===== src/rtl/multicycle_ctrl.sv =====
// multicycle_ctrl: sequencing FSM for the multi-cycle RV32I core.
// Steps the shared datapath through FETCH/DECODE/EXEC/MEM/WB and handles
// the instruction and data memory ready handshakes with a bounded wait.
// Enables are decoded from the state register plus current inputs and are
// forced low while rst is high, so nothing fires during or after an abort.
module multicycle_ctrl #(
    parameter int TIMEOUT = 15,
    parameter int CNT_W   = 32
) (
    input  logic             clk,
    input  logic             rst,
    input  logic [6:0]       opcode,
    input  logic             br_taken,
    input  logic             imem_ready,
    input  logic             dmem_ready,
    output logic             imem_req,
    output logic             ir_wr,
    output logic             dmem_req,
    output logic             dmem_we,
    output logic             rf_wr,
    output logic             pc_wr,
    output logic             pc_src,
    output logic [2:0]       state,
    output logic             illegal,
    output logic             bus_err,
    output logic [CNT_W-1:0] retired
);

    // Wait counter only has to reach TIMEOUT; the trap fires instead of wrapping.
    localparam int WAIT_W = (TIMEOUT < 1) ? 1 : $clog2(TIMEOUT + 1);
    localparam logic [WAIT_W-1:0] WAIT_MAX = WAIT_W'(TIMEOUT);

    typedef enum logic [2:0] {
        S_FETCH  = 3'd0,
        S_DECODE = 3'd1,
        S_EXEC   = 3'd2,
        S_MEM    = 3'd3,
        S_WB     = 3'd4,
        S_TRAP   = 3'd5
    } state_e;

    state_e            state_q, state_d;
    logic [WAIT_W-1:0] wait_q, wait_d;
    logic              illegal_q, illegal_d;
    logic              bus_err_q, bus_err_d;
    logic [CNT_W-1:0]  retired_q, retired_d;

    logic imem_req_s, ir_wr_s, dmem_req_s, dmem_we_s, rf_wr_s, pc_wr_s, pc_src_s;
    logic op_alu_s, op_load_s, op_store_s, op_branch_s, op_jump_s, op_legal_s;
    logic timed_out_s;

    // Opcode class helpers
    function automatic logic is_alu(input logic [6:0] op);
        case (op)
            7'b0110011, 7'b0010011, 7'b0110111, 7'b0010111: is_alu = 1'b1;
            default:                                        is_alu = 1'b0;
        endcase
    endfunction

    function automatic logic is_jump(input logic [6:0] op);
        case (op)
            7'b1101111, 7'b1100111: is_jump = 1'b1;
            default:                is_jump = 1'b0;
        endcase
    endfunction

    assign op_alu_s    = is_alu(opcode);
    assign op_load_s   = (opcode == 7'b0000011);
    assign op_store_s  = (opcode == 7'b0100011);
    assign op_branch_s = (opcode == 7'b1100011);
    assign op_jump_s   = is_jump(opcode);
    assign op_legal_s  = op_alu_s | op_load_s | op_store_s | op_branch_s | op_jump_s;

    // Ready in the last allowed wait cycle still wins over the trap.
    assign timed_out_s = (wait_q == WAIT_MAX);

    // Next-state, wait-counter and enable decode for the sequencing FSM
    always_comb begin
        state_d    = state_q;
        wait_d     = wait_q;
        illegal_d  = illegal_q;
        bus_err_d  = bus_err_q;
        imem_req_s = 1'b0;
        ir_wr_s    = 1'b0;
        dmem_req_s = 1'b0;
        dmem_we_s  = 1'b0;
        rf_wr_s    = 1'b0;
        pc_wr_s    = 1'b0;
        pc_src_s   = 1'b0;
        case (state_q)
            S_FETCH: begin
                imem_req_s = 1'b1;
                if (imem_ready) begin
                    ir_wr_s = 1'b1;
                    state_d = S_DECODE;
                    wait_d  = '0;
                end else if (timed_out_s) begin
                    state_d   = S_TRAP;
                    bus_err_d = 1'b1;
                    wait_d    = '0;
                end else begin
                    wait_d = wait_q + WAIT_W'(1);
                end
            end
            S_DECODE: begin
                wait_d = '0;
                if (op_legal_s) begin
                    state_d = S_EXEC;
                end else begin
                    state_d   = S_TRAP;
                    illegal_d = 1'b1;
                end
            end
            S_EXEC: begin
                wait_d = '0;
                if (op_load_s || op_store_s) begin
                    state_d = S_MEM;
                end else if (op_alu_s || op_jump_s) begin
                    state_d = S_WB;
                end else if (op_branch_s) begin
                    pc_wr_s  = 1'b1;
                    pc_src_s = br_taken;
                    state_d  = S_FETCH;
                end else begin
                    // Opcode changed under us after DECODE: treat as illegal.
                    state_d   = S_TRAP;
                    illegal_d = 1'b1;
                end
            end
            S_MEM: begin
                dmem_req_s = 1'b1;
                dmem_we_s  = op_store_s;
                if (dmem_ready) begin
                    wait_d = '0;
                    if (op_store_s) begin
                        pc_wr_s  = 1'b1;
                        pc_src_s = 1'b0;
                        state_d  = S_FETCH;
                    end else begin
                        state_d = S_WB;
                    end
                end else if (timed_out_s) begin
                    state_d   = S_TRAP;
                    bus_err_d = 1'b1;
                    wait_d    = '0;
                end else begin
                    wait_d = wait_q + WAIT_W'(1);
                end
            end
            S_WB: begin
                wait_d   = '0;
                rf_wr_s  = 1'b1;
                pc_wr_s  = 1'b1;
                pc_src_s = op_jump_s;
                state_d  = S_FETCH;
            end
            S_TRAP: begin
                wait_d  = '0;
                state_d = S_TRAP;
            end
            default: begin
                wait_d  = '0;
                state_d = S_FETCH;
            end
        endcase
    end

    // Retired-instruction count advances on every PC update and wraps naturally.
    assign retired_d = retired_q + CNT_W'(pc_wr_s);

    // State, wait counter, sticky flags and retire counter
    always_ff @(posedge clk or posedge rst) begin
        if (rst) begin
            state_q   <= S_FETCH;
            wait_q    <= '0;
            illegal_q <= 1'b0;
            bus_err_q <= 1'b0;
            retired_q <= '0;
        end else begin
            state_q   <= state_d;
            wait_q    <= wait_d;
            illegal_q <= illegal_d;
            bus_err_q <= bus_err_d;
            retired_q <= retired_d;
        end
    end

    assign imem_req = imem_req_s & ~rst;
    assign ir_wr    = ir_wr_s    & ~rst;
    assign dmem_req = dmem_req_s & ~rst;
    assign dmem_we  = dmem_we_s  & ~rst;
    assign rf_wr    = rf_wr_s    & ~rst;
    assign pc_wr    = pc_wr_s    & ~rst;
    assign pc_src   = pc_src_s   & ~rst;
    assign state    = state_q;
    assign illegal  = illegal_q;
    assign bus_err  = bus_err_q;
    assign retired  = retired_q;

endmodule


===== config.mk =====
export PLATFORM = sky130hd
export DESIGN_NAME = multicycle_ctrl
export DESIGN_NICKNAME = d
export VERILOG_FILES = /design/src/rtl/multicycle_ctrl.sv
export SDC_FILE = /design/constraint.sdc
export NUM_CORES = 1
export LEC_CHECK = 0
export CORE_ASPECT_RATIO = 1.2
export CORE_MARGIN = 2
export CORE_UTILIZATION = 42
export DETAILED_ROUTE_END_ITERATION = 12
export DONT_BUFFER_PORTS = 1
export PLACE_DENSITY_LB_ADDON = 0.08
export SLEW_MARGIN = 10
export SYNTH_ARGS = -nofsm -noshare
export SYNTH_HDL_FRONTEND = slang
export SYNTH_SLANG_ARGS = --single-unit

===== constraint.sdc =====
create_clock -name clk -period 2.5 [get_ports clk]
set_input_delay 0.375 -clock clk [delete_from_list [all_inputs] [get_ports clk]]
set_output_delay 0.375 -clock clk [all_outputs]
set_load 0.05 [all_outputs]

=== After elaboration in Yosys (flattened, before gate mapping) ===
Index checks and enable logic that the tools add are counted.

* Register bits after elaboration: 41
* Input bits: 12
* Output and inout port bits: 44
* Logic and storage cells: 89

* Add/subtract/negate cells: 2
* Equality and inequality tests: 21
* Muxes and demuxes: 40
* Bitwise gates (word level): 12
* Reduce and logical (&&, ||, !) cells: 9

{| class="wikitable"
|+ Operators by type and width
! kind !! number
|-
| 32-bit by 1-bit adder with 32-bit output || 1
|-
| 3-bit 2-to-1 mux || 8
|-
| 1-bit 2-to-1 mux || 23
|-
| 7-bit by 6-bit equality test with 1-bit output, second input constant || 3
|-
| 7-bit equality test, second input constant || 3
|-
| 3-bit one-hot mux with 5 select lines || 1
|-
| 7-bit by 5-bit equality test with 1-bit output, second input constant || 2
|-
| 4-bit 2-to-1 mux || 3
|-
| 2-bit != test, second input constant || 6
|-
| 4-bit one-hot mux with 2 select lines || 1
|-
| 1-bit AND || 7
|-
| 7-bit by 2-bit equality test with 1-bit output, second input constant || 1
|-
| 3-bit by 2-bit equality test with 1-bit output, second input constant || 2
|-
| 3-bit equality test, second input constant || 2
|-
| 1-bit one-hot mux with 2 select lines || 3
|-
| 5-bit AND reduction || 1
|-
| 4-bit by 1-bit adder with 4-bit output, second input constant || 1
|-
| 4-bit equality test, second input constant || 1
|-
| 1-bit bitwise OR || 4
|-
| 2-bit nonzero test || 2
|-
| 4-bit OR reduction || 1
|-
| 3-bit by 1-bit equality test with 1-bit output, second input constant || 1
|-
| 3-bit logical NOT || 1
|-
| 1-bit one-hot mux with 3 select lines || 1
|-
| other kinds (4) || 5
|}

=== Longest topological paths before layout ===
* Depth after elaboration: 9
* Gate-level depth with buffers: 11
* Depth with buffers taken out: 10

=== Worst setup path after synthesis ===
OpenSTA, ideal clock, no wires.

* Path kind: register -> output
* Start: register state_q[1], in the netlist state[1]
* End: output port ir_wr
* Arrival time: 3,048 ps
* Data required time: 2,125 ps
* Setup slack: -923 ps
* Cell stages (with the launch flop): 4
* Cell sequence: dfrtp_1 -> clkbuf_1 -> nor4_1 -> and2_1

* Word-level cells in the longest chain between the ends: 3

{| class="wikitable"
|+ Ends and longest elaborated chain
! element !! RTL line !! source
|-
| start: declaration || 42 || <nowiki>state_e state_q, state_d;</nowiki>
|-
| start signal: assignment || 180 || <nowiki>state_q <= state_d;</nowiki>
|-
| 3-bit logical NOT || 90 || <nowiki>case (state_q)</nowiki>
|-
| 1-bit 2-to-1 mux || 90 ||
|-
| 1-bit AND || 189 || <nowiki>assign ir_wr = ir_wr_s & ~rst;</nowiki>
|-
| end: declaration || 17 || <nowiki>output logic ir_wr,</nowiki>
|}

No other way between the ends.

=== Final worst setup path ===
* Start: register state_q[2], in the netlist state[2]
* End: register retired_q[12], in the netlist retired[12]

* Word-level cells in the longest chain between the ends: 3
* Elaborated cells between the ends (all ways): 5
* Those cells by class: add/sub (1); eq/ne (3); mux (1)

{| class="wikitable"
|+ Ends and longest elaborated chain
! element !! RTL line !! source
|-
| 3-bit equality test / 3-bit by 2-bit equality test with 1-bit output (equally long branches) || 90 ||
|-
| 1-bit one-hot mux with 3 select lines (*) || 90 ||
|-
| 32-bit by 1-bit adder with 32-bit output (*) || 169 || <nowiki>assign retired_d = retired_q + CNT_W'(pc_wr_s);</nowiki>
|-
| via retired_d[12] || 46 || <nowiki>logic [CNT_W-1:0] retired_q, retired_d;</nowiki>
|-
| end signal: assignment || 184 || <nowiki>retired_q <= retired_d;</nowiki>
|-
| end: declaration || 46 ||
|}

The timed path passes the listed nets; every way through them passes the cells marked *.
A chain may end at the register's enable or synchronous reset.

==> key figures <==
Status
  • Outcome: finished clean

Finish
  • Inserted Diodes: 0
  • Area of the multi-input gates: 1210 um^2
  • Final #Nets: 264
  • Most common cell after layout, fill and taps aside: dfrtp_1
  • Most frequent cells in the layout: dfrtp_1, buf_4, xor2_1
  • Share of cells above drive strength 1: 0.277
  • Finished Layout Cells: 311
  • FF+latch area: 1030 um^2
  • Area growth syn-to-layout: 22.2%
  • Fillers: 478
  • Core Util, Final: 0.522

Pwr
  • Combinational share of power: 0.397
  • Pleak: 1.26 nW
  • Sequential share of power: 0.385
  • Int Pwr: 1.20 mW
  • Worst IR drop on VDD: 0.490 mV
  • Total power draw: 2.01 mW
  • Sw Pwr: 0.810 mW
  • Clk pwr share: 0.217
  • PD cells: 737 nW/um^2
  • Sw frac: 0.403

Logic synthesis
  • Ys async rst share: 1.00
  • Synth Net Count: 225
  • Seq/Total Area, Yosys: 0.459
  • FF+latch count, synth: 41
  • Synth cell types: 44
  • Syn Area/Cell: 10.6 um^2
  • Synthesized area: 2230 um^2
  • Syn Inst Count: 210
  • Post-synth EDFFs: 0
  • Ys flop type: dfrtp_1
  • Warnings from Yosys: 0

Clock tree
  • CTS tree: built
  • # clock sinks: 41
  • Post CTS Setup Buffer Count: 0
  • CTS Buf Count: 5
  • Clock Latency Late Sink: 0.29 ns
  • Clock buffer depth: 2
  • # H-tree levels: 2
  • Root buf cell: clkbuf_8
  • Clk slew on worst S/H paths: 0.08 ns

Critical path
  • Largest delay share family, worst path: simple AND/OR/NAND/NOR gates
  • Worst-path maximum fanout: 5
  • CP max-delay cell: dfrtp_2
  • CP arrival: 2.56 ns
  • Critical path class: reg -> reg
  • Startpoint type of the worst setup path: register
  • CP bufs+invs: 0
  • WP data required: 2.71 ns
  • Crit-path cells: nand2b_1 -> o41ai_2 -> nand2_1 -> nand2_1 -> ha_1 -> ha_1 -> and4_4 -> and2_1 -> and4_1 -> xor2_1
  • Slowest stage delay, CP: 0.40 ns
  • Crit end category: register

Run
  • Max-cap viol count: 0

Place
  • Dpl ws: -0.106 ns
  • GP Congestion: 0.824
  • Port Buf Inserts: 0
  • Placed cell count: 303
  • Hpwl dp: 3940 um

Global routing
  • First-pass GRT wire length: 8640 um
  • Largest net degree at the start of global routing: 39
  • Gr ovfl total: 0
  • GRT Overall Usage: 0.181
  • Number of global-route vias before repair: 1,889
  • Initial antenna violation count: 0

Floorplanning
  • Die Ht: 83.9 um
  • Initial Utilization: 0.427
  • Die width: 70.6 um
  • Std cell rows: 29
  • I/O Pins: 56
  • Die area: 5920 um^2
  • Core Box Area: 5230 um^2

Detailed routing
  • Total iterations of the first detailed-routing run: 4
  • Vias per inst: 5.77
  • Vias: 1,793
  • DR WL/cell: 16.7 um
  • Residual DRC: 0
  • DRT Wirelength: 5200 um
  • Starting DRT DRC Count: 38
  • Post-route ant nets: 0

Timing
  • Worst slew pin tran: 0.604 ns
  • Fin crit share: 0.938
  • Final worst slack: 0.155 ns
  • Setup TNS: 0 ns
  • Relative slew slack: 0.597
  • Max Freq: 0.426 GHz
  • Clock skew: 0.00329 ns
  • Max-slew violation count: 0
  • # setup viols final: 0
  • Hold Vio Cnt, Final: 0
  • Final min period: 2.34 ns

Hold path
  • Hold Path Class: in -> reg
-- sequential cells by signal, summed over array words and instances, names as in the netlist --
signal	count
bus_err	1
illegal	1
retired	32
state	3
wait_q	4
-- worst paths after layout --
| path | from | to | slack (ns) | cells after the start |
|---|---|---|---|---|
| worst min-delay path | dmem_ready | state[2]$_DFF_PP0_ | 0.27 | 2 |
| max in group asynchronous | rst | state[1]$_DFF_PP0_ | 1.37 | 3 |
| worst max-delay path | state[2]$_DFF_PP0_ | retired[12]$_DFF_PP0_ | 0.16 | 10 |
| min in group asynchronous | rst | illegal$_DFFE_PP0P_ | 0.41 | 2 |
| worst min register to register | wait_q[0]$_DFF_PP0_ | wait_q[0]$_DFF_PP0_ | 0.48 | 1 |
| worst max register to register | state[2]$_DFF_PP0_ | retired[12]$_DFF_PP0_ | 0.16 | 10 |
-- synthesized netlist by cell type, types with 3 or more instances --
cell / instances / share of area
clkbuf_1: 4 / 0.0067
nand4_1: 11 / 0.031
nand2_1: 16 / 0.027
xor2_1: 18 / 0.071
a21oi_1: 6 / 0.013
nor3_1: 5 / 0.011
ha_1: 3 / 0.017
nand3b_1: 3 / 0.010
and4_1: 7 / 0.027
xnor2_1: 15 / 0.059
nand3_1: 10 / 0.022
nor4_2: 11 / 0.062
inv_1: 5 / 0.0084
nor2_1: 11 / 0.018
and2_1: 6 / 0.017
nand2b_1: 4 / 0.011
dfrtp_1: 41 / 0.46
-- area by class of cell --
cell class,instances,area share
clock buffer,7,0.0316
inverter,5,0.00688
sequential,41,0.377
timing repair buffer,39,0.113
tap,62,0.0284
multi-input combinational,157,0.443
-- what timing repair did --
item / in CTS / in global routing
endpoints found under the hold margin: 3 / 0
resized for setup: 0 / 6
endpoints found under the setup margin: 0 / 6
hold buffers: 1 / 0
-- cell families (layout without fill, tap and decap cells) --
kind of cell / Yosys count / in the layout / share of synthesized area
flip-flops: 41 / 41 / 0.459
buffers and inverters: 12 / 51 / 0.0258
adder cells (fa/ha/maj): 3 / 3 / 0.0168
XOR/XNOR: 33 / 33 / 0.129
AO/OA/AOI/OAI: 22 / 22 / 0.0689
AND/OR/NAND/NOR: 99 / 99 / 0.300
-- layer usage --
layer  share of wire  global-route usage
met2            0.52               0.308
met4           0.019              0.0772
met1            0.39               0.203
met5               0                   0
met3           0.077              0.0664
-- power groups by stage --
stage | Clock [mW] | Sequential, mW | Combinational [mW]
after floorplan | 0 | 1.02 | 0.332
after detailed placement | 0 | 0.785 | 0.799
final | 0.437 | 0.775 | 0.799
after global placement | 0 | 0.784 | 0.779
after CTS | 0.450 | 0.774 | 0.801
after global routing | 0.481 | 0.783 | 0.860
-- stage by stage --
step | instance area, um^2 | hold slack [ns]
floorplan | 2270 | 0.430
global placement | 2600 | 0.156
detailed placement | 2600 | 0.162
CTS | 2700 | 0.258
global route | 2730 | 0.257
finish | 2730 | 0.268
(Power assumes the default switching activity.)
